## config.mk

```make
export PLATFORM = sky130hd
export DESIGN_NAME = reg_file_wb_flat
export DESIGN_NICKNAME = d
export VERILOG_FILES = /design/src/rtl/reg_file_wb_if.sv /design/src/rtl/reg_file_wb.sv /design/src/flat_wrapper.sv
export SDC_FILE = /design/constraint.sdc
export NUM_CORES = 2
export LEC_CHECK = 0
export ABC_CLOCK_PERIOD_IN_PS = 4300
export BUFFER_PORTS_ARGS = -buffer_cell sky130_fd_sc_hd__buf_2
export CAP_MARGIN = 20
export CELL_PAD_IN_SITES_DETAIL_PLACEMENT = 1
export CELL_PAD_IN_SITES_GLOBAL_PLACEMENT = 1
export CORE_UTILIZATION = 35
export CTS_BUF_LIST = sky130_fd_sc_hd__clkbuf_2 sky130_fd_sc_hd__clkbuf_4 sky130_fd_sc_hd__clkbuf_8
export DETAILED_ROUTE_END_ITERATION = 10
export PLACE_DENSITY_LB_ADDON = 0.1
export SKIP_CTS_REPAIR_TIMING = 1
export SKIP_LAST_GASP = 1
export SYNTH_ARGS = -nofsm -noshare
export SYNTH_HDL_FRONTEND = slang
export SYNTH_SLANG_ARGS = --single-unit
```

## constraint.sdc

```tcl
create_clock -name iClk -period 4.3 [get_ports iClk]
set_clock_uncertainty 0.15 [all_clocks]
set_input_delay 0.86 -clock iClk [delete_from_list [all_inputs] [get_ports iClk]]
set_output_delay 0.86 -clock iClk [all_outputs]
set_load 0.005 [all_outputs]
```

## src/rtl/reg_file_wb_if.sv

```systemverilog
// Write-back to register-file bundle: write port, return/halt commands, decode read ports and status.
// The master side is the write-back/decode stage; the slave side is the register file.
interface reg_file_wb_if #(
  parameter int DATA_WIDTH = 32,
  parameter int ADDR_WIDTH = 5,
  parameter int CNT_WIDTH  = 32
);
  logic [DATA_WIDTH-1:0] iWriteData;
  logic [ADDR_WIDTH-1:0] iWriteAddr;
  logic                  iWriteEn;
  logic                  iRetCmd;
  logic [31:0]           iRetAddr;
  logic                  iHalt;
  logic [ADDR_WIDTH-1:0] iReadAddrA;
  logic [ADDR_WIDTH-1:0] iReadAddrB;
  logic [DATA_WIDTH-1:0] oReadDataA;
  logic [DATA_WIDTH-1:0] oReadDataB;
  logic                  oRedirectEn;
  logic [31:0]           oRedirectAddr;
  logic                  oHalted;
  logic [CNT_WIDTH-1:0]  oRetireCount;

  modport master (
    output iWriteData, iWriteAddr, iWriteEn, iRetCmd, iRetAddr, iHalt,
           iReadAddrA, iReadAddrB,
    input  oReadDataA, oReadDataB, oRedirectEn, oRedirectAddr, oHalted, oRetireCount
  );

  modport slave (
    input  iWriteData, iWriteAddr, iWriteEn, iRetCmd, iRetAddr, iHalt,
           iReadAddrA, iReadAddrB,
    output oReadDataA, oReadDataB, oRedirectEn, oRedirectAddr, oHalted, oRetireCount
  );
endinterface

```

## src/rtl/reg_file_wb.sv

```systemverilog
// Architectural register file with same-cycle write bypass, registered return redirect,
// sticky halt flag and a committed-write counter.
module reg_file_wb #(
  parameter int DATA_WIDTH = 32,
  parameter int ADDR_WIDTH = 5,
  parameter int CNT_WIDTH  = 32
) (
  input  logic          iClk,
  input  logic          iRst_n,
  reg_file_wb_if.slave  bus
);
  localparam int NumRegs = 2 ** ADDR_WIDTH;

  logic [DATA_WIDTH-1:0] regFile_q [NumRegs];
  logic                  halted_q, halted_d;
  logic                  redirectEn_q, redirectEn_d;
  logic [31:0]           redirectAddr_q, redirectAddr_d;
  logic [CNT_WIDTH-1:0]  retireCount_q, retireCount_d;
  logic                  wr;
  logic                  retTake;

  // Reset gates the commit so nothing bypasses onto the read ports while it is held.
  assign wr      = iRst_n & bus.iWriteEn & ~halted_q & (bus.iWriteAddr != '0);
  assign retTake = bus.iRetCmd & ~halted_q;

  always_comb begin
    halted_d       = halted_q | bus.iHalt;
    redirectEn_d   = retTake;
    redirectAddr_d = retTake ? bus.iRetAddr : redirectAddr_q;
    retireCount_d  = wr ? retireCount_q + CNT_WIDTH'(1) : retireCount_q;
  end

  always_ff @(posedge iClk or negedge iRst_n) begin
    if (!iRst_n) begin
      for (int i = 0; i < NumRegs; i++) begin
        regFile_q[i] <= '0;
      end
    end else if (wr) begin
      regFile_q[bus.iWriteAddr] <= bus.iWriteData;
    end
  end

  always_ff @(posedge iClk or negedge iRst_n) begin
    if (!iRst_n) begin
      halted_q       <= 1'b0;
      redirectEn_q   <= 1'b0;
      redirectAddr_q <= '0;
      retireCount_q  <= '0;
    end else begin
      halted_q       <= halted_d;
      redirectEn_q   <= redirectEn_d;
      redirectAddr_q <= redirectAddr_d;
      retireCount_q  <= retireCount_d;
    end
  end

  always_comb begin
    bus.oReadDataA = '0;
    if (bus.iReadAddrA != '0) begin
      if (wr && (bus.iWriteAddr == bus.iReadAddrA)) begin
        bus.oReadDataA = bus.iWriteData;
      end else begin
        bus.oReadDataA = regFile_q[bus.iReadAddrA];
      end
    end
  end

  always_comb begin
    bus.oReadDataB = '0;
    if (bus.iReadAddrB != '0) begin
      if (wr && (bus.iWriteAddr == bus.iReadAddrB)) begin
        bus.oReadDataB = bus.iWriteData;
      end else begin
        bus.oReadDataB = regFile_q[bus.iReadAddrB];
      end
    end
  end

  assign bus.oRedirectEn   = redirectEn_q;
  assign bus.oRedirectAddr = redirectAddr_q;
  assign bus.oHalted       = halted_q;
  assign bus.oRetireCount  = retireCount_q;
endmodule

```

## src/flat_wrapper.sv

```systemverilog
// flat-port wrapper written by rule: the top's interface ports become plain ports
module reg_file_wb_flat 
#(
  parameter int DATA_WIDTH = 32,
  parameter int ADDR_WIDTH = 5,
  parameter int CNT_WIDTH  = 32
)
  (iClk, iRst_n, bus_iWriteData, bus_iWriteAddr, bus_iWriteEn, bus_iRetCmd, bus_iRetAddr, bus_iHalt, bus_iReadAddrA, bus_iReadAddrB, bus_oReadDataA, bus_oReadDataB, bus_oRedirectEn, bus_oRedirectAddr, bus_oHalted, bus_oRetireCount);
  reg_file_wb_if #(.DATA_WIDTH(DATA_WIDTH), .ADDR_WIDTH(ADDR_WIDTH), .CNT_WIDTH(CNT_WIDTH)) bus_i ();
  input  logic iClk;
  input  logic iRst_n;
  input wire logic [$bits(bus_i.iWriteData)-1:0] bus_iWriteData;
  input wire logic [$bits(bus_i.iWriteAddr)-1:0] bus_iWriteAddr;
  input wire logic [$bits(bus_i.iWriteEn)-1:0] bus_iWriteEn;
  input wire logic [$bits(bus_i.iRetCmd)-1:0] bus_iRetCmd;
  input wire logic [$bits(bus_i.iRetAddr)-1:0] bus_iRetAddr;
  input wire logic [$bits(bus_i.iHalt)-1:0] bus_iHalt;
  input wire logic [$bits(bus_i.iReadAddrA)-1:0] bus_iReadAddrA;
  input wire logic [$bits(bus_i.iReadAddrB)-1:0] bus_iReadAddrB;
  output wire logic [$bits(bus_i.oReadDataA)-1:0] bus_oReadDataA;
  output wire logic [$bits(bus_i.oReadDataB)-1:0] bus_oReadDataB;
  output wire logic [$bits(bus_i.oRedirectEn)-1:0] bus_oRedirectEn;
  output wire logic [$bits(bus_i.oRedirectAddr)-1:0] bus_oRedirectAddr;
  output wire logic [$bits(bus_i.oHalted)-1:0] bus_oHalted;
  output wire logic [$bits(bus_i.oRetireCount)-1:0] bus_oRetireCount;
  assign bus_i.iWriteData = bus_iWriteData;
  assign bus_i.iWriteAddr = bus_iWriteAddr;
  assign bus_i.iWriteEn = bus_iWriteEn;
  assign bus_i.iRetCmd = bus_iRetCmd;
  assign bus_i.iRetAddr = bus_iRetAddr;
  assign bus_i.iHalt = bus_iHalt;
  assign bus_i.iReadAddrA = bus_iReadAddrA;
  assign bus_i.iReadAddrB = bus_iReadAddrB;
  assign bus_oReadDataA = bus_i.oReadDataA;
  assign bus_oReadDataB = bus_i.oReadDataB;
  assign bus_oRedirectEn = bus_i.oRedirectEn;
  assign bus_oRedirectAddr = bus_i.oRedirectAddr;
  assign bus_oHalted = bus_i.oHalted;
  assign bus_oRetireCount = bus_i.oRetireCount;
  reg_file_wb #(.DATA_WIDTH(DATA_WIDTH), .ADDR_WIDTH(ADDR_WIDTH), .CNT_WIDTH(CNT_WIDTH)) u_core (.iClk(iClk), .iRst_n(iRst_n), .bus(bus_i));
endmodule
```

Yosys cells after proc, flatten, opt, wreduce, memory -nomap -nowiden --
Index checks and enable logic that the tools add are counted.
Word-level totals: flip-flop bits (word level) 1090, latch bits 0, RAM bits 0, memory bits (read-only) 0, input port bits 84, output and inout port bits 130, word-level logic and storage cells 71, memories 0
Operators by class: add/sub/neg operators 1, $mul 0, divide/modulo/power cells 0, order comparisons 4, equality and inequality tests 2, shifts and indexed selects 0, muxes and demuxes 13, bitwise logic cells 9, reductions and logical operators 6
Operators by type and width (count):
- bitwise mux 1024 bit | 1
- binary-select mux 32 bit (select 5 bit) | 2
- two-way mux 32 bit | 9
- demux 32 bit (select 5 bit) | 1
- adder 32 x 1 -> 32 bit (second input constant) | 1
- greater-or-equal comparator 6 bit (second input constant) | 3
- NOT 5 -> 6 bit | 3
- nonzero test 5 bit | 3
- == test 5 bit | 2
- < comparator 6 x 1 -> 1 bit (second input constant) | 1
- AND 1 bit | 4
- logical AND 1 bit | 3
- NOT 1 bit | 1
- OR 1 bit | 1

Depth between registers and ports, before layout --
depth after elaboration 6, gate-level depth with buffers 10, depth with buffers taken out 5

Worst setup path after synthesis --
No wires, ideal clock.
path type input port to output port, start input bus_iReadAddrB[0], end output bus_oReadDataB[7], data arrival time 2634 ps, data required time 3290 ps, path slack 656 ps, cell stages on the path 7, path buffers 3, path through buf_4 > buf_6 > buf_2 > mux4_2 > mux4_2 > o22ai_1 > nor2_1
On the way: longest elaborated chain between the ends 6, elaborated cells between the ends (all ways) 9, classes of those cells eq/ne: 1; mux: 5; bitwise: 1; reduce/logical: 2
RTL lines:
- start: declaration | RTL line flat_wrapper.sv:19 | input wire logic [$bits(bus_i.iReadAddrB)-1:0] bus_iReadAddrB;
- NOT 5 -> 6 bit (implied by the code) | RTL line reg_file_wb.sv:74 | bus.oReadDataB = regFile_q[bus.iReadAddrB];
- binary-select mux 32 bit (select 5 bit) | RTL line reg_file_wb.sv:74
- two-way mux 32 bit (implied by the code) (2 in a row) | RTL line reg_file_wb.sv:74
- two-way mux 32 bit | RTL line reg_file_wb.sv:71 | if (wr && (bus.iWriteAddr == bus.iReadAddrB)) begin
- two-way mux 32 bit (*) | RTL line reg_file_wb.sv:70 | if (bus.iReadAddrB != '0) begin
- end: declaration | RTL line flat_wrapper.sv:21 | output wire logic [$bits(bus_i.oReadDataB)-1:0] bus_oReadDataB;
Every way passes the cells marked *; elsewhere a longest branch is shown, timed or not. The select of a mux whose other input is x is not followed.

Worst setup path after layout --
start input bus_iReadAddrA[0], end output bus_oReadDataA[29]
On the way: longest elaborated chain between the ends 6, elaborated cells between the ends (all ways) 9, classes of those cells eq/ne: 1; mux: 5; bitwise: 1; reduce/logical: 2
RTL lines:
- start: declaration | RTL line flat_wrapper.sv:18 | input wire logic [$bits(bus_i.iReadAddrA)-1:0] bus_iReadAddrA;
- NOT 5 -> 6 bit (implied by the code) | RTL line reg_file_wb.sv:63 | bus.oReadDataA = regFile_q[bus.iReadAddrA];
- binary-select mux 32 bit (select 5 bit) | RTL line reg_file_wb.sv:63
- two-way mux 32 bit (implied by the code) (2 in a row) | RTL line reg_file_wb.sv:63
- two-way mux 32 bit | RTL line reg_file_wb.sv:60 | if (wr && (bus.iWriteAddr == bus.iReadAddrA)) begin
- two-way mux 32 bit (*) | RTL line reg_file_wb.sv:59 | if (bus.iReadAddrA != '0) begin
- end: declaration | RTL line flat_wrapper.sv:20 | output wire logic [$bits(bus_i.oReadDataA)-1:0] bus_oReadDataA;
Marked as above.

==> summary.txt <==
Run status
  – Outcome: finished with violations
  – Failing checks: DRC, setup timing

Global routing
  – Global-route wire length before repair: between 300 and 400 mm
  – GR Util All Layers: 26.0%
  – Initial antenna violation count: 11
  – Gr ovfl total: 0
  – Largest net degree at the start of global routing: 160
  – Vias in the first global route: roughly 41k

Pwr
  – Pwr dens: about 340 mW/mm^2
  – Clock Power Share: 47.2%
  – Leak: between 30 and 40 nW
  – Int Pwr: 17.4 mW
  – Reg power frac: 44.4%
  – Sw Pwr: 6.14 mW
  – Switch share: 26.1%
  – Worst vdd ir: 334 uV
  – Comb pwr share: around 8.4%

Logic synthesis
  – Ys Warns: 0
  – Synth async-reset ratio: 100%
  – Yosys cell types: 63
  – Cell count after synthesis: 3877
  – Number of synthesized register bits: 1090
  – Mapped cell area: 0.0582 sq mm
  – Post-Syn Area per Cell: 15.0 sq um
  – Top FF cell, synth: dfrtp_1
  – Number of flops mapped to enable cells by yosys: 0
  – Seq/Total Area, Yosys: between 40 and 50%
  – Post-Syn Nets: 3962

Cells and area
  – Final nets: 4281
  – Layout cells sized above 1: 56.7%
  – Area Overhead vs Synth: 18.1%
  – Post-route cell area: between 0.06 and 0.07 sq mm
  – Final core occ: 41.6%

Detailed routing
  – # DRC: 52
  – DR iter-0 viols: 2655
  – Vias: 38.0k
  – Number of iterations in the first detailed-routing pass: 8
  – ANT nets after route: 0
  – DR WL/cell: 33.2 um
  – Drt total wl: 218 mm
  – Vias/cell: 5.79

Placement
  – Port Buf Inserts: 213
  – GPL Wtd Cong: 0.790
  – Dpl cell area: 0.0635 sq mm
  – Post-DP HPWL: 132 mm

Hold path
  – Hold Path Class: in -> reg

Floorplan
  – Num ports: 214
  – Die width: about 410 um
  – Die area: 0.168 sq mm
  – Initial Util: a little over a third
  – Die height: 410 um
  – Placement Rows: around 150
  – CORE AREA: 0.165 sq mm

CTS
  – CTS clock-pin slew for the worst setup and hold paths: 60 ps
  – Cts bufs inserted: 203
  – Skew-Pair Late Insertion Delay: 960 ps
  – CTS root buf: clkbuf_8
  – CTS tree: done
  – Clock H-tree levels: 4
  – Max Buffers Root-to-Sink: 3
  – Clock sinks: 1090

Timing
  – Relative slew slack: between 20 and 25%
  – Setup-failing EPs final: 1
  – RSZ-0062 raised after global routing: true
  – Pin slew with the least headroom to its limit: approximately 1100 ps
  – Max Slew Vio Count: 0
  – Final Critical Period: between 4000 and 5000 ps
  – Final setup margin: -37.9 ps
  – Period utilisation layout: 101%
  – Highest Clock Rate: 0.231 GHz
  – Final Hold Vio Count: 0

Setup path
  – WS Path Type: in -> out
  – CP endpoint kind: primary output
  – CP Data Arrival Time: 3330 ps
  – Startpoint types: input port
  – Worst EP required: roughly 3300 ps
  – Crit path max fanout: 18

Run
  – MaxCap Viol Count: 0
-- Yosys cell counts (all sizes together) (7+ instances only) --
library cell,n,share of area (%)
a21oi,45,0.39
a221o,24,0.41
a221oi,55,0.84
a22oi,21,0.27
buf,213,2.1
clkbuf,216,1.4
dfrtp,1090,47
inv,11,0.071
mux2,1028,20
mux2i,266,4.6
mux4,491,19
nand2,60,0.39
nand2b,7,0.075
nand3,40,0.34
nand4,7,0.075
nor2,70,0.45
nor2b,11,0.12
nor3,22,0.24
o21ai,61,0.52
o22ai,24,0.26
or3,7,0.075
xnor2,29,0.44
xor2,12,0.18
-- cell type report --
class	count	area (sq um)
repair buffers	543	4930
inverters	11	41.3
well taps	2189	2740
diodes	10	25.0
flip-flops and latches	1090	27300
clock inverters	32	297
multi-input cells	2347	29200
fillers	16472	96300
clock buffers	337	4180
-- logic make-up (layout without fill, tap and decap cells) --
logic type | after synthesis | in the layout | share of synthesized area, %
xor gates and xnor gates | 41 | 41 | 0.617
DFF | 1090 | 1090 | 46.9
buffers and inverters | 440 | 923 | 3.61
other | 0 | 10 | 0
adders and majority gates | 1 | 1 | 0.0215
and+or+nand+nor | 252 | 252 | 2.14
muxes | 1785 | 1785 | 43.5
AOI/OAI and AO/OA | 268 | 268 | 3.22
-- critical path, stage by stage --
cell     delay [ps]
buf_8           180
buf_12          250
buf_12          210
nor3_1          100
and2_1          200
nor2_1           80
buf_4           170
a32oi_1         110
o21ai_0         830
buf_2           260
-- state kept, by name, indices dropped and copies added (netlist names) --
signal,count
u_core.bus.oHalted,1
u_core.bus.oRedirectAddr,32
u_core.bus.oRedirectEn,1
u_core.bus.oRetireCount,32
u_core.regFile_q,1024
-- metrics by stage --
stage          instances  TNS, ps  setup WS, ps  power (mW)  hold WS (ps)
2_1_floorplan       3877        0           656        11.6           291
3_3_place_gp        6125    -1520          -356        12.6           228
3_5_place_dp        6125    -1580          -329        12.6           233
4_1_cts             6494   -21160          -886        23.8          -277
5_1_grt             6556     -335         -59.8        24.4           115
6_report            6559    -37.9         -37.9        23.5           174
-- cell usage in the layout, fill, tap and decap left out, types with 14 or more instances in the layout --
| cell type | netlist | routed |
|---|---|---|
| a21oi_1 | 45 | 40 |
| a221o_1 | 24 | 24 |
| a221oi_1 | 54 | 53 |
| a22oi_1 | 21 | 21 |
| buf_12 | 0 | 93 |
| buf_2 | 106 | 202 |
| buf_4 | 40 | 199 |
| clkbuf_4 | 0 | 73 |
| clkbuf_8 | 0 | 265 |
| clkinv_2 | 0 | 15 |
| dfrtp_1 | 1090 | 1089 |
| dlygate4sd3_1 | 0 | 34 |
| mux2_2 | 1023 | 1023 |
| mux2i_1 | 266 | 266 |
| mux4_2 | 491 | 491 |
| nand2_1 | 59 | 47 |
| nand3_1 | 40 | 39 |
| nor2_1 | 70 | 49 |
| nor2_4 | 0 | 18 |
| nor3_1 | 17 | 14 |
| o21ai_0 | 57 | 48 |
| o22ai_1 | 24 | 24 |
| xnor2_1 | 29 | 29 |
-- layer usage --
layer  track usage, %  up-vias  routed length [um]
met2             42.4      871              106000
li1                 -    15630                   -
met5                0        -                   9
met1             35.9    21193               97800
met4             7.71        2                5880
met3             3.45      304                7990
-- worst paths after layout --
kind	endpoint	slack (ps)	depth (start not counted)	startpoint
hold reg to reg	u_core.regFile_q[1008]	240	0	u_core.regFile_q[1008]
max in group asynchronous	u_core.regFile_q[396]	1480	5	iRst_n
setup / recovery	bus_oReadDataA[29]	-40	10	bus_iReadAddrA[0]
hold / removal	u_core.regFile_q[511]	170	2	bus_iWriteData[31]
min in group asynchronous	u_core.regFile_q[885]	370	3	iRst_n
setup reg to reg	u_core.regFile_q[846]	1060	8	u_core.bus.oHalted
-- power by group through the flow --
stage | Combinational [mW] | Sequential, mW | Clock (mW)
floorplan | 0.947 | 10.6 | 0
global placement | 1.95 | 10.6 | 0
detailed placement | 1.95 | 10.6 | 0
CTS | 1.95 | 10.4 | 11.4
global route | 2.10 | 10.5 | 11.8
finish | 1.97 | 10.4 | 11.1
(Power assumes the default switching activity.)
